--- config.mk ---
export PLATFORM = sky130hd
export DESIGN_NAME = seed_spacing_trigger
export DESIGN_NICKNAME = d
export VERILOG_FILES = /design/src/rtl/seed_ctrl_pkg.sv /design/src/rtl/distance_accumulator.sv /design/src/rtl/seed_spacing_trigger.sv
export SDC_FILE = /design/constraint.sdc
export NUM_CORES = 1
export LEC_CHECK = 0
export BUFFER_PORTS_ARGS = -buffer_cell sky130_fd_sc_hd__buf_2
export CELL_PAD_IN_SITES_DETAIL_PLACEMENT = 1
export CELL_PAD_IN_SITES_GLOBAL_PLACEMENT = 1
export CORE_ASPECT_RATIO = 1.5
export CORE_MARGIN = 4
export CORE_UTILIZATION = 46
export CTS_CLUSTER_SIZE = 30
export DETAILED_ROUTE_END_ITERATION = 10
export PLACE_DENSITY = 0.91
export SETUP_SLACK_MARGIN = 0.15
export SLEW_MARGIN = 5
export SYNTH_ARGS = -nofsm -noshare
export SYNTH_HDL_FRONTEND = slang
export SYNTH_SLANG_ARGS = --single-unit
--- constraint.sdc ---
create_clock -name clk -period 4.2 [get_ports clk]
set_clock_uncertainty 0.1 [all_clocks]
set_input_delay 0.42 -clock clk [delete_from_list [all_inputs] [get_ports clk]]
set_output_delay 0.42 -clock clk [all_outputs]
set_load 0.05 [all_outputs]
--- src/rtl/seed_ctrl_pkg.sv ---
// Seed spacing trigger shared definitions.
// FSM encoding and queue limits.
package seed_ctrl_pkg;

  typedef enum logic [1:0] {
    ST_IDLE,
    ST_ARMED,
    ST_FIRE,
    ST_HOLDOFF
  } state_e;

  localparam logic [1:0] PENDING_MAX = 2'd3;

endpackage

--- src/rtl/distance_accumulator.sv ---
// Encoder delta classification and distance accumulator.
// Raises crossing when the travelled distance reaches one seed spacing.
module distance_accumulator #(
  parameter int COUNTER_WIDTH = 32,
  parameter int SPACING_WIDTH = 16
) (
  input  logic                     clk,
  input  logic                     rst_n,
  input  logic                     run,
  input  logic                     clear,
  input  logic [COUNTER_WIDTH-1:0] position,
  input  logic [SPACING_WIDTH-1:0] spacing_in,
  input  logic                     spacing_load,
  output logic                     crossing
);

  logic [COUNTER_WIDTH-1:0] position_q;
  logic [COUNTER_WIDTH-1:0] delta;
  logic                     primed;
  logic [SPACING_WIDTH-1:0] spacing_reg;
  logic [SPACING_WIDTH-1:0] acc;
  logic [SPACING_WIDTH-1:0] acc_inc;
  logic                     active;
  logic                     step_up;
  logic                     step_dn;
  logic                     hit;

  assign delta   = position - position_q;
  assign acc_inc = acc + SPACING_WIDTH'(1);
  assign active  = primed && run && (spacing_reg != '0);
  assign step_up = active && (delta == COUNTER_WIDTH'(1));
  assign step_dn = active && (delta == '1);
  assign hit     = step_up && (acc_inc == spacing_reg);

  // A fresh spacing or an abort throws away a same-cycle crossing.
  assign crossing = hit && !spacing_load && !clear;

  always_ff @(posedge clk or negedge rst_n) begin
    if (!rst_n) begin
      position_q  <= '0;
      primed      <= 1'b0;
      spacing_reg <= '0;
      acc         <= '0;
    end else begin
      position_q <= position;
      primed     <= 1'b1;
      if (spacing_load) begin
        spacing_reg <= spacing_in;
        acc         <= '0;
      end else if (clear || hit) begin
        acc <= '0;
      end else if (step_up) begin
        acc <= acc_inc;
      end else if (step_dn && (acc != '0)) begin
        acc <= acc - SPACING_WIDTH'(1);
      end
    end
  end

endmodule

--- src/rtl/seed_spacing_trigger.sv ---
// Seed planter solenoid trigger: queues drops per spacing,
// fires fixed-width pulses with a dead time between them.
module seed_spacing_trigger
  import seed_ctrl_pkg::*;
#(
  parameter int COUNTER_WIDTH  = 32,
  parameter int SPACING_WIDTH  = 16,
  parameter int PULSE_CYCLES   = 5000,
  parameter int HOLDOFF_CYCLES = 2000
) (
  input  logic                     clk,
  input  logic                     rst_n,
  input  logic                     enable,
  input  logic [COUNTER_WIDTH-1:0] position,
  input  logic                     fault_in,
  input  logic [SPACING_WIDTH-1:0] spacing_in,
  input  logic                     spacing_load,
  input  logic                     clear_stats,
  output logic                     seed_pulse,
  output logic [SPACING_WIDTH-1:0] seed_count,
  output logic [1:0]               pending,
  output logic                     miss,
  output logic                     busy
);

  localparam int TMAX = (PULSE_CYCLES > HOLDOFF_CYCLES) ?
                        PULSE_CYCLES : HOLDOFF_CYCLES;
  localparam int TW   = $clog2(TMAX + 1);

  state_e                   state;
  state_e                   state_next;
  logic [TW-1:0]            timer;
  logic [TW-1:0]            timer_next;
  logic                     abort;
  logic                     take;
  logic                     fired;
  logic                     crossing;
  logic                     miss_set;
  logic                     pulse_next;
  logic                     busy_next;
  logic                     miss_next;
  logic [1:0]               pending_next;
  logic [SPACING_WIDTH-1:0] count_next;

  assign abort = !enable || fault_in;

  distance_accumulator #(
    .COUNTER_WIDTH(COUNTER_WIDTH),
    .SPACING_WIDTH(SPACING_WIDTH)
  ) u_acc (
    .clk         (clk),
    .rst_n       (rst_n),
    .run         (state != ST_IDLE),
    .clear       (abort),
    .position    (position),
    .spacing_in  (spacing_in),
    .spacing_load(spacing_load),
    .crossing    (crossing)
  );

  always_ff @(posedge clk or negedge rst_n) begin
    if (!rst_n) begin
      state      <= ST_IDLE;
      timer      <= '0;
      seed_pulse <= 1'b0;
      busy       <= 1'b0;
      pending    <= '0;
      miss       <= 1'b0;
      seed_count <= '0;
    end else begin
      state      <= state_next;
      timer      <= timer_next;
      seed_pulse <= pulse_next;
      busy       <= busy_next;
      pending    <= pending_next;
      miss       <= miss_next;
      seed_count <= count_next;
    end
  end

  // The ARMED check is also made on HOLDOFF exit, so queued drops
  // are spaced by exactly the dead time.
  always_comb begin
    state_next = state;
    timer_next = timer;
    take       = 1'b0;
    if (abort) begin
      state_next = ST_IDLE;
      timer_next = '0;
    end else begin
      unique case (state)
        ST_IDLE: state_next = ST_ARMED;
        ST_ARMED: take = (pending != '0);
        ST_FIRE: begin
          if (timer == '0) begin
            state_next = ST_HOLDOFF;
            timer_next = TW'(HOLDOFF_CYCLES - 1);
          end else begin
            timer_next = timer - TW'(1);
          end
        end
        ST_HOLDOFF: begin
          if (timer == '0) begin
            state_next = ST_ARMED;
            take       = (pending != '0);
          end else begin
            timer_next = timer - TW'(1);
          end
        end
        default: state_next = ST_IDLE;
      endcase
      if (take) begin
        state_next = ST_FIRE;
        timer_next = TW'(PULSE_CYCLES - 1);
      end
    end
  end

  always_comb begin
    pulse_next   = (state_next == ST_FIRE);
    busy_next    = (state_next == ST_FIRE) ||
                   (state_next == ST_HOLDOFF);
    fired        = (state == ST_FIRE) &&
                   (state_next == ST_HOLDOFF);
    miss_set     = 1'b0;
    pending_next = pending;
    if (abort) begin
      pending_next = '0;
    end else if (crossing && !take) begin
      if (pending == PENDING_MAX) miss_set = 1'b1;
      else pending_next = pending + 2'd1;
    end else if (take && !crossing) begin
      pending_next = pending - 2'd1;
    end
    miss_next  = miss || miss_set;
    count_next = seed_count;
    if (fired) count_next = seed_count + SPACING_WIDTH'(1);
    if (clear_stats) begin
      miss_next  = 1'b0;
      count_next = '0;
    end
  end

endmodule

==> results.md <==
- Max H-tree Level: 3
- Final setup violation count: 18
- Sum of internal, switching and leakage power: 2.64 mW
- Max stage delay on crit path: 440 ps
- Area Overhead vs Synth: 22.7%
- Combinational cell fraction of total power: 26.2%
- Area of the mapped netlist: around 7400 µm²
- Peak Freq: 218 MHz
- Cell Chain, Critical Path: ha_2, fa_2, and2b_2, o2111ai_4, a211o_1, a311o_1, buf_4, and3b_1, nor4_2, nand4_1, nor4_4, buf_4, a21boi_1, o21bai_1, a22o_1
- Sequential share of power: 39.0%
- Wire length on met2: 15.1 mm
- Effective utilization at floorplan: 47.0%
- Adder and majority gate portion of the synthesized area: 6.55%
- Vias per std cell: 6.63
- Share of total power in the clock network: between 30% and 40%
- Share of post-route cells with drive strength above 1: about 25%
- Sum of routed wire segments on met1: approximately 9.8 mm
- Wire length on met3: 1.80 mm
- Mean routed wirelength per cell: 24.8 µm
- Critical R2R Launch: u_acc.position_q[0]$_DFF_PN0_
- Area of the die: 18,200 µm²
- Mean instance size in the synthesized netlist: 8.76 µm²
- Clk buf depth: 2
- Largest net degree at the start of global routing: 74
- Finished Core Util: approximately 58%
- DRT Pass-1 Iters: 5
- Register ranked first by flip-flop count: u_acc.position_q
- Clk Tree Root Cell: clkbuf_16
- Library cell with the highest instance count after synthesis: dfrtp_1
- Post-synth top cells: 101 x dfrtp_1, 82 x nand2_1, 59 x nor2_1, 55 x a21oi_1, 47 x inv_1
- Normalized max-slew margin: roughly 34%
- Vias in the first global route: 8,204
- CORE AREA: 15,700 µm²
- Fin. max-slew vios: 0
- CTS tree: done
- Worst Hold Path EP: u_acc.position_q[8]$_DFF_PN0_
- Main combinational cell family by area after synthesis: simple AND/OR/NAND/NOR gates
- Cell variety after synth: 86
- Worst-case setup slack after placement: -295 ps
- Ant diodes: 0
- Post-CTS Hold Fix Bufs: 0
- Top-area cell type share of the netlist area: 34.3%
- R2r setup slk: -390 ps
- Number of cell rows: 56
- Required time reported for the critical path endpoint: 4390 ps
- Critical path fanouts, max: 5
- Simple-gate portion of the synthesized area: 22.6%
- Worst R2R End: u_acc.acc[2]$_DFFE_PN0P_
- Biggest area contributors in the synthesized netlist: dfrtp_1 34%, ha_1 6.3%, nand2_1 4.2%
- Power density normalized to cell area: 292 nW/µm²
- Startpoint kind of the worst setup timing path: register
- Number of nets with antenna violations after routing: 0
- Gate Count Post-Synth: about 840
- Setup ws final: -389 ps
- GRT Residual Overflow: 0
- Via count: 7,823
- Compound-Gate Fraction of Synth Area: 20.4%
- Flip-flop count of the largest register after layout: 32
- Clock transition at the registers of the reported paths: 80 ps
- Status: finished, violations left
- Number of hold violations in the final report: 0
- Violations in the final reports: negative setup slack
- Fin area: 9050 µm²
- Die Ht: around 160 µm
- Number of antenna violations at the first check in global routing: 0
- Worst supply voltage drop on vdd: 0.000178 V
- Final weighted congestion in routability-driven placement: 0.930
- Main synth FF type: dfrtp_1
- Synthesized flop and latch total: 101
- Critical Setup Path Class: reg -> reg
- First-pass GRT wire length: roughly 43 mm
- Net Sw Frac: around a third
- Post-Synth XOR/XNOR Area: 6.06%
- GRT Resource Usage Total: just under 30%
- Beginning of the worst hold path: position[8]
- Final critical-path required period: 4590 ps
- Slowest cell on crit path: nor4_4
- Number of cells traversed by the worst hold path: 1
- Switch Pwr: 893 µW
- Area post-placement: 8270 µm²
- Most used cell along the critical path: buf_4
- Share of synthesized registers carrying an async set or reset: 100%
- Warnings from Yosys: 0
- Synthesized netlist net count: 934
- Leakage: 4.27 nW
- Seq/Total Area, Yosys: 34.3%
- Type of the tightest min-delay check: in -> reg
- Number of max-capacitance violations reported: 0
- Clock insertion delay at the later pin of the skew report: 370 ps
- Share of the clock period used by the worst path: 109%
- Total negative slack: -4350 ps
- Drt drc: 0
- Cell taking the most area after synthesis: dfrtp_1
- RSZ-0062 raised after global routing: true
- Worst reg2reg path depth: 15
- Internal power: 1.75 mW
- Number of top-level pins: 75
- Crit end category: register
- Final Routed Wirelength: between 20 and 30 mm
- CTS Sinks: 101
- Num CTS Buffers: 9
- Total number of nets in the final design: 1,064
- Number of enable-type register cells in the synthesized netlist: 0
- Count of buffers from port buffering: 74
- Data arrival at the endpoint of the critical path: about 4800 ps
- Transition at the pin with the smallest max-transition slack: between 900 and 1000 ps
- Top metal layer carrying routed signals: met4
- Die Span X: between 100 and 150 µm
- Dpl hpwl: 17.9 mm
- DRT iter0 DRCs: around 570
- Post-synthesis mux area share: 5.55%
-- worst max-delay path, delay by kind of cell, from the launching register on --
family,cells,cell delay (ps)
AND/OR/NAND/NOR,5,1480
flip-flops,1,390
adder cells (fa/ha/maj),2,580
buffers and inverters,2,370
AO/OA/AOI/OAI,6,1590
-- area by class of cell --
cell class              instances  area (µm²)
fillers                      1860        6650
multi-input cells             664        4770
flip-flops and latches        101        2530
repair buffers                149        1010
well taps                     203         254
clock buffers                   9         225
inverters                      47         176
clock inverters                 7        88.8
-- cells by family (layout without fill, tap and decap cells) --
family          after synthesis  after routing
mux                          38             38
other cells                   1              1
compound gates              216            218
buf+inv                      79            212
xor+xnor                     51             51
fa+ha+maj                    38             38
flops                       101            101
simple gates                318            318
-- through the flow --
stage               hold slack, ps  instances
finish                        70.1       1180
global route                  66.7       1180
floorplan                     24.4        842
global placement               386       1142
CTS                           73.4       1166
detailed placement             405       1142
-- repair_timing --
action	in CTS	in global routing
gates resized for setup	18	46
endpoints found under the setup margin	19	19
cloned	2	0
setup buffers	6	14
pin swaps	10	23
-- worst max-delay path by stage --
stage / start / endpoint / slack [ps] / depth (start not counted)
after global routing: u_acc.position_q[0]$_DFF_PN0_ / u_acc.acc[7]$_DFFE_PN0P_ / -500 / 16
after CTS: u_acc.position_q[0]$_DFF_PN0_ / u_acc.acc[2]$_DFFE_PN0P_ / 150 / 14
after detailed placement: position[0] / u_acc.acc[13]$_DFFE_PN0P_ / -290 / 16
after global placement: position[0] / u_acc.acc[6]$_DFFE_PN0P_ / -10 / 17
after floorplan: position[0] / u_acc.acc[13]$_DFFE_PN0P_ / 180 / 15
final: u_acc.position_q[0]$_DFF_PN0_ / u_acc.acc[2]$_DFFE_PN0P_ / -390 / 15
-- layer usage --
layer	vias to the layer above	GRT usage, %
li1	3350	-
met5	-	0
met2	438	54.4
met3	201	4.56
met4	0	19.8
met1	3834	30.2
-- cells in the final DEF, fill, tap and decap left out, types with 13 or more instances in the layout --
| master | instances |
|---|---|
| xnor2_1 | 26 |
| or3_1 | 14 |
| o21ai_0 | 30 |
| ha_1 | 36 |
| inv_1 | 47 |
| buf_4 | 65 |
| xor2_1 | 21 |
| buf_2 | 73 |
| dfrtp_1 | 101 |
| nor2_1 | 59 |
| nand3_1 | 27 |
| and3_1 | 19 |
| mux2i_1 | 14 |
| a21oi_1 | 49 |
| nor3_1 | 20 |
| o211ai_1 | 16 |
| a31oi_1 | 13 |
| nand2_1 | 81 |
| nand4_1 | 13 |
| mux2_2 | 20 |
| nor4_1 | 14 |
-- power by group through the flow --
stage | Combinational, mW | Sequential (mW) | Clock, mW
2_1_floorplan | 0.366 | 1.04 | 0
3_3_place_gp | 0.549 | 1.05 | 0
3_5_place_dp | 0.573 | 1.05 | 0
4_1_cts | 0.609 | 1.03 | 0.920
5_1_grt | 0.731 | 1.03 | 0.983
6_report | 0.690 | 1.03 | 0.919
(Power assumes the default switching activity.)
